`config.mk`:
```
export PLATFORM = sky130hd
export DESIGN_NAME = pwm_capture
export DESIGN_NICKNAME = d
export VERILOG_FILES = /design/src/rtl/pwm_capture.sv
export SDC_FILE = /design/constraint.sdc
export NUM_CORES = 1
export LEC_CHECK = 0
export ABC_CLOCK_PERIOD_IN_PS = 2490
export BUFFER_PORTS_ARGS = -buffer_cell sky130_fd_sc_hd__clkbuf_2
export CORE_AREA = 4 4 88 65
export CTS_CLUSTER_DIAMETER = 100
export DETAILED_ROUTE_END_ITERATION = 7
export DIE_AREA = 0 0 92 69
export SETUP_SLACK_MARGIN = 0.1
export SYNTH_ARGS = -nofsm -noshare
export SYNTH_HDL_FRONTEND = slang
export SYNTH_SLANG_ARGS = --single-unit
export TNS_END_PERCENT = 10
```
`constraint.sdc`:
```
create_clock -name CLOCK_50 -period 2.49 [get_ports CLOCK_50]
set_input_delay 0.3735 -clock CLOCK_50 [delete_from_list [all_inputs] [get_ports CLOCK_50]]
set_output_delay 0.3735 -clock CLOCK_50 [all_outputs]
set_load 0.02 [all_outputs]
```
`src/rtl/pwm_capture.sv`:
```
// rtl/pwm_capture.sv - PWM demodulator recovering the duty code from high time per period
module pwm_capture #(
    parameter int WIDTH   = 8,
    parameter int PERIOD  = 256,
    parameter int TIMEOUT = 512
) (
    input  logic             CLOCK_50,
    input  logic             rst,
    input  logic             pwm_in,
    output logic [WIDTH-1:0] duty_out,
    output logic             duty_valid,
    output logic             period_err
);

    localparam int CW = $clog2(TIMEOUT + 1);
    localparam logic [CW-1:0] PERIOD_C   = CW'(PERIOD);
    localparam logic [CW-1:0] TIMEOUT_C  = CW'(TIMEOUT);
    localparam logic [CW-1:0] TIMEOUT_M1 = CW'(TIMEOUT - 1);
    localparam logic [CW-1:0] CODE_MAX   = CW'((2 ** WIDTH) - 1);
    localparam logic [CW-1:0] CNT_ONE    = CW'(1);

    localparam logic [1:0] ST_IDLE    = 2'd0;
    localparam logic [1:0] ST_MEASURE = 2'd1;
    localparam logic [1:0] ST_STUCK   = 2'd2;

    logic             sync1;
    logic             sync2;
    logic             s;
    logic             rise_det;
    logic [CW-1:0]    period_cnt;
    logic [CW-1:0]    high_cnt;
    logic [1:0]       state;
    logic             timeout_hit;
    logic [WIDTH-1:0] high_code;
    logic [WIDTH-1:0] stuck_code;

    // The counter is about to reach TIMEOUT this cycle; a coincident edge takes priority.
    assign timeout_hit = (period_cnt == TIMEOUT_M1) && !rise_det;
    assign high_code   = (high_cnt > CODE_MAX) ? {WIDTH{1'b1}} : high_cnt[WIDTH-1:0];
    assign stuck_code  = s ? {WIDTH{1'b1}} : {WIDTH{1'b0}};

    // Two-flop synchronizer, then a registered level and rising-edge strobe.
    always_ff @(posedge CLOCK_50) begin
        if (rst) begin
            sync1    <= 1'b0;
            sync2    <= 1'b0;
            s        <= 1'b0;
            rise_det <= 1'b0;
        end else begin
            sync1    <= pwm_in;
            sync2    <= sync1;
            s        <= sync2;
            rise_det <= sync2 & ~s;
        end
    end

    // Period and high-time counters: reload on an edge, otherwise count and saturate.
    always_ff @(posedge CLOCK_50) begin
        if (rst) begin
            period_cnt <= '0;
            high_cnt   <= '0;
        end else if (rise_det) begin
            period_cnt <= CNT_ONE;
            high_cnt   <= CNT_ONE;
        end else begin
            if (timeout_hit) begin
                period_cnt <= '0;
            end else if (period_cnt != TIMEOUT_C) begin
                period_cnt <= period_cnt + CNT_ONE;
            end
            if (s && (high_cnt != TIMEOUT_C)) begin
                high_cnt <= high_cnt + CNT_ONE;
            end
        end
    end

    // Measurement state machine and registered outputs; compares use pre-reload counts.
    always_ff @(posedge CLOCK_50) begin
        if (rst) begin
            state      <= ST_IDLE;
            duty_out   <= '0;
            duty_valid <= 1'b0;
            period_err <= 1'b0;
        end else begin
            duty_valid <= 1'b0;
            case (state)
                ST_IDLE, ST_STUCK: begin
                    if (rise_det) begin
                        state <= ST_MEASURE;
                    end else if (timeout_hit) begin
                        state      <= ST_STUCK;
                        duty_out   <= stuck_code;
                        duty_valid <= 1'b1;
                        period_err <= 1'b0;
                    end
                end
                ST_MEASURE: begin
                    if (rise_det) begin
                        if (period_cnt == PERIOD_C) begin
                            duty_out   <= high_code;
                            duty_valid <= 1'b1;
                            period_err <= 1'b0;
                        end else begin
                            period_err <= 1'b1;
                        end
                    end else if (timeout_hit) begin
                        state      <= ST_STUCK;
                        duty_out   <= stuck_code;
                        duty_valid <= 1'b1;
                        period_err <= 1'b0;
                    end
                end
                default: begin
                    state <= ST_IDLE;
                end
            endcase
        end
    end

endmodule
```
Yosys cells after proc, flatten, opt, wreduce, memory -nomap -nowiden --
Index checks and enable logic that the tools add are counted.
Operators by class: mux-type cells 26, magnitude comparators 1, equality and inequality tests 9, bitwise gates (word level) 2, $add $sub $neg 2, reductions and logical operators 12
Operators with widths (number):
- $mux W8 | 6
- $add A10 B1 Y10 const B | 2
- $eq A10 B9 Y1 const B | 2
- $ne A10 B10 Y1 const B | 2
- $pmux W8 S2 | 1
- $mux W1 | 13
- $gt A10 B8 Y1 const B | 1
- $mux W2 | 3
- $ne A2 B2 Y1 const B | 2
- $pmux W1 S2 | 2
- $pmux W2 S2 | 1
- $reduce_bool A2 Y1 | 2
- $reduce_or A2 Y1 | 2
- $ne A3 B3 Y1 const B | 1
- $reduce_and A3 Y1 | 1
- $reduce_bool A3 Y1 | 1
- $reduce_or A3 Y1 | 1
- $eq A2 B1 Y1 const B | 1
- $eq A2 B2 Y1 const B | 1
- $logic_and A1 B1 Y1 | 2
- $logic_not A2 Y1 | 1
- $reduce_and A2 Y1 | 1
- $and A1 B1 Y1 | 1
- $logic_not A1 Y1 | 1
- $not A1 Y1 | 1
Word-level totals: flip-flop bits (word level) 36, input port bits 3

Logic depth before layout (Yosys ltp) --
word-level depth 5, gate-level depth with buffers 7, depth with buffers taken out 6

Worst setup path before layout --
OpenSTA, ideal clock, no wires.
path kind flip-flop to flip-flop, start register high_cnt[0], end register high_cnt[1], clock period less this slack 1.864 ns, slack 0.626 ns, arrival time 1.736 ns, cell stages (with the launch flop) 7, cells stage by stage dfxtp_1 > inv_1 > ha_1 > or4b_4 > o41ai_4 > mux2i_1 > nor2_1
Between the ends: word-level cells in the longest chain between the ends 2, elaborated cells between the ends (all ways) 3, classes of those cells add/sub (1); eq/ne (1); reduce/logical (1)
RTL lines:
- start, declared | RTL line 31 | logic [CW-1:0] high_cnt;
- start signal, assigned | RTL line 72 | high_cnt <= high_cnt + CNT_ONE;
- branches (longest 2 deep; another with $add A10 B1 Y10)
Several ways; the timed one is not identified. A chain may end at the register's enable or synchronous reset.

Worst setup path in the final report --
Ends and elaborated chain as after synthesis.

==> run_results.csv <==
group,metric,value,unit
critical_path,cp_max_fo,9,
global_routing,track_usage,0.138,
run_status,status,"complete, no violations",
die,coreArea,4780,um^2
cts,h-tree-depth,2,
drt,postRouteAntennaNets,0,
min_path,hold_path.class,"in2reg",
power,leakage,0.747,nW
die,ios,13,
cts,cts_root_buffer,"clkbuf_8",
critical_path,crit_chain,"inv_1 > ha_1 > or4b_4 > o41ai_4 > mux2i_1 > nor2_1",
timing,finalSetupViolCount,0,
timing,fin_skew,0.00875,ns
logic_synthesis,synth_nets,222,
place,gp_congestion,0.808,
die,die_x,92,um
logic_synthesis,synth_edf_count,0,
timing,rsz0062_at_grt,"false",
layout,area_growth,12.3,%
cts,cts_buffer_depth,2,
cts,clock_latency,0.30,ns
cts,cts.clk_slew.worst_paths,0.07,ns
critical_path,cp.required,2.66,ns
drt,vias,1552,
cts,cts_post_setup_buffers_inserted,0,
logic_synthesis,netlist_area,1840,um^2
layout,diodes,0,
global_routing,antenna_found_initial,0,
cts,holdBufCountCts,0,
drt,drc,0,
critical_path,cp-end-kind,"register",
drt,wire_per_inst,13.9,um
timing,holdWs,0.295,ns
global_routing,grt_pass1_wl,6.96,mm
timing,tightest_slew,0.595,ns
power,p_per_area,598,nW/um^2
cts,cts_tree,"done",
timing,hold_viol,0,
logic_synthesis,synthFlopType,"dfxtp_1",
place,portBuffers,12,
drt,drtIter0Drc,104,
power,total_power,1.23,mW
global_routing,grt_overflow_total,0,
logic_synthesis,ys_async_sr_fraction,0,
global_routing,grt_pass1_vias,1396,
layout,drive_gt1_frac,0.143,
die,fp-row-count,21,
layout,final_cells,293,
place,dpl.hpwl,2.85,mm
die,chipHeight,69,um
die,start_util,0.385,
critical_path,crit_slowest_cell,"o41ai_4",
timing,maxSlewHeadroom,0.601,
critical_path,worst-setup-path-type,"reg2reg",
die,die_area,6350,um^2
cts,cts.repair.resized,0,
run,max_cap_violations,0,
logic_synthesis,syn_inst,215,
timing,timing.setup.tns,0,ns
place,place_inst,285,
cts,clock-sinks,36,
critical_path,start_kind,"register",
drt,wl,4.08,mm
timing,period_share,0.818,
global_routing,grt_max_degree,20,
drt,dr.pass1.iters,4,
logic_synthesis,ys_ff_latch,36,
timing,fin_crit,2.04,ns
critical_path,cp_top_family,"compound AO/OA/AOI/OAI gates",
logic_synthesis,ys_types,44,
logic_synthesis,ys_seq_area_frac,0.392,
layout,fin_util,0.432,
layout,finalNetCount,230,
power,peakVddDrop,0.217,mV
logic_synthesis,avgSynthCellArea,8.55,um^2
logic_synthesis,yosysWarnings,0,
critical_path,cpPeakStageDelay,0.56,ns
timing,max_freq,491,MHz
timing,slew_viol_final,0,
drt,routed_via_density,5.30,
cts,numCtsBuffers,5,
critical_path,arrival,2.21,ns
critical_path,cp_num_buf_inv,1,
kinds of logic (layout without fill, tap and decap cells):
kind of cell             after synthesis  count (layout)  share of synthesized area
AND/OR/NAND/NOR                       86              86                      0.275
AO/OA/AOI/OAI                         52              52                      0.185
flip-flops                            36              36                      0.392
buffers and inverters                 23              32                     0.0517
XOR/XNOR                              11              11                     0.0524
adder cells (fa/ha/maj)                4               4                     0.0272
multiplexers                           3               3                     0.0170
state kept, by name (all words and copies together), names as in the netlist:
register and count:
sync2 1, high_cnt 10, period_cnt 10, period_err 1, sync1 1, rise_det 1, state 2, s 1
duty_valid 1, duty_out 8
stage by stage:
step           area (um^2)  setup slack [ns]
3_3_place_gp          1940             0.501
3_5_place_dp          1940             0.468
6_report              2070             0.454
5_1_grt               2070             0.345
2_1_floorplan         1840             0.626
4_1_cts               2070             0.452
per-layer routing:
metal	GRT usage	wire (um)	up-vias
met5	0	0	-
met4	0.0544	63	0
met3	0.0543	286	5
met2	0.170	1530	44
met1	0.206	2200	703
li1	-	-	800
cells in the final DEF, fill, tap and decap left out, drive strengths merged, types with 3 or more instances in the layout:
master / count
dfxtp: 36
clkbuf: 19
a21oi: 17
nor2: 15
o21ai: 13
inv: 11
nor3: 10
nor2b: 9
nand2: 9
nand3: 8
nand4: 7
xor2: 7
o211ai: 6
and4: 5
a22oi: 5
nand2b: 4
xnor2: 4
ha: 4
or3: 3
o31ai: 3
or4: 3
power breakdown:
group / total, mW / switching, mW / internal [mW]
clock network: 0.573 / 0.219 / 0.353
registers: 0.595 / 0.0107 / 0.584
logic: 0.0668 / 0.0380 / 0.0288
cell type report:
cell class                      instances  area (um^2)
Sequential cell                        36          721
Fill cell                             496         2720
Clock inverter                          1         30.0
Inverter                               11         41.3
Timing Repair Buffer                   13         67.6
Tap cell                               69         86.3
Clock buffer                            7         96.3
Multi-Input combinational cell        156         1020
synthesized netlist by cell type (2+ instances only):
cell type | n | share of area
dfxtp_1 | 36 | 0.39
a21oi_1 | 16 | 0.044
nor2_1 | 15 | 0.031
o21ai_0 | 13 | 0.035
inv_1 | 11 | 0.022
nor3_1 | 10 | 0.027
clkbuf_1 | 9 | 0.018
nand2_1 | 9 | 0.018
nor2b_1 | 9 | 0.031
nand3_1 | 8 | 0.022
nand4_1 | 7 | 0.024
xor2_1 | 7 | 0.033
o211ai_1 | 6 | 0.024
a22oi_1 | 5 | 0.020
and4_1 | 5 | 0.024
ha_1 | 4 | 0.027
nand2b_1 | 4 | 0.014
xnor2_1 | 4 | 0.019
o31ai_1 | 3 | 0.012
or3_1 | 3 | 0.010
or4_2 | 3 | 0.014
mux2i_1 | 2 | 0.011
nand4b_1 | 2 | 0.0095
nor4_1 | 2 | 0.0068
o22ai_1 | 2 | 0.0068
or3b_2 | 2 | 0.0095
worst paths after layout:
check / startpoint / endpoint / slack (ns) / cells after the start
setup / recovery: high_cnt[0] / high_cnt[1] / 0.45 / 6
hold / removal: pwm_in / sync1 / 0.29 / 2
setup reg to reg: high_cnt[0] / high_cnt[1] / 0.45 / 6
hold reg to reg: sync1 / sync2 / 0.45 / 1
No activity file was read; power rests on OpenSTA's default activity.
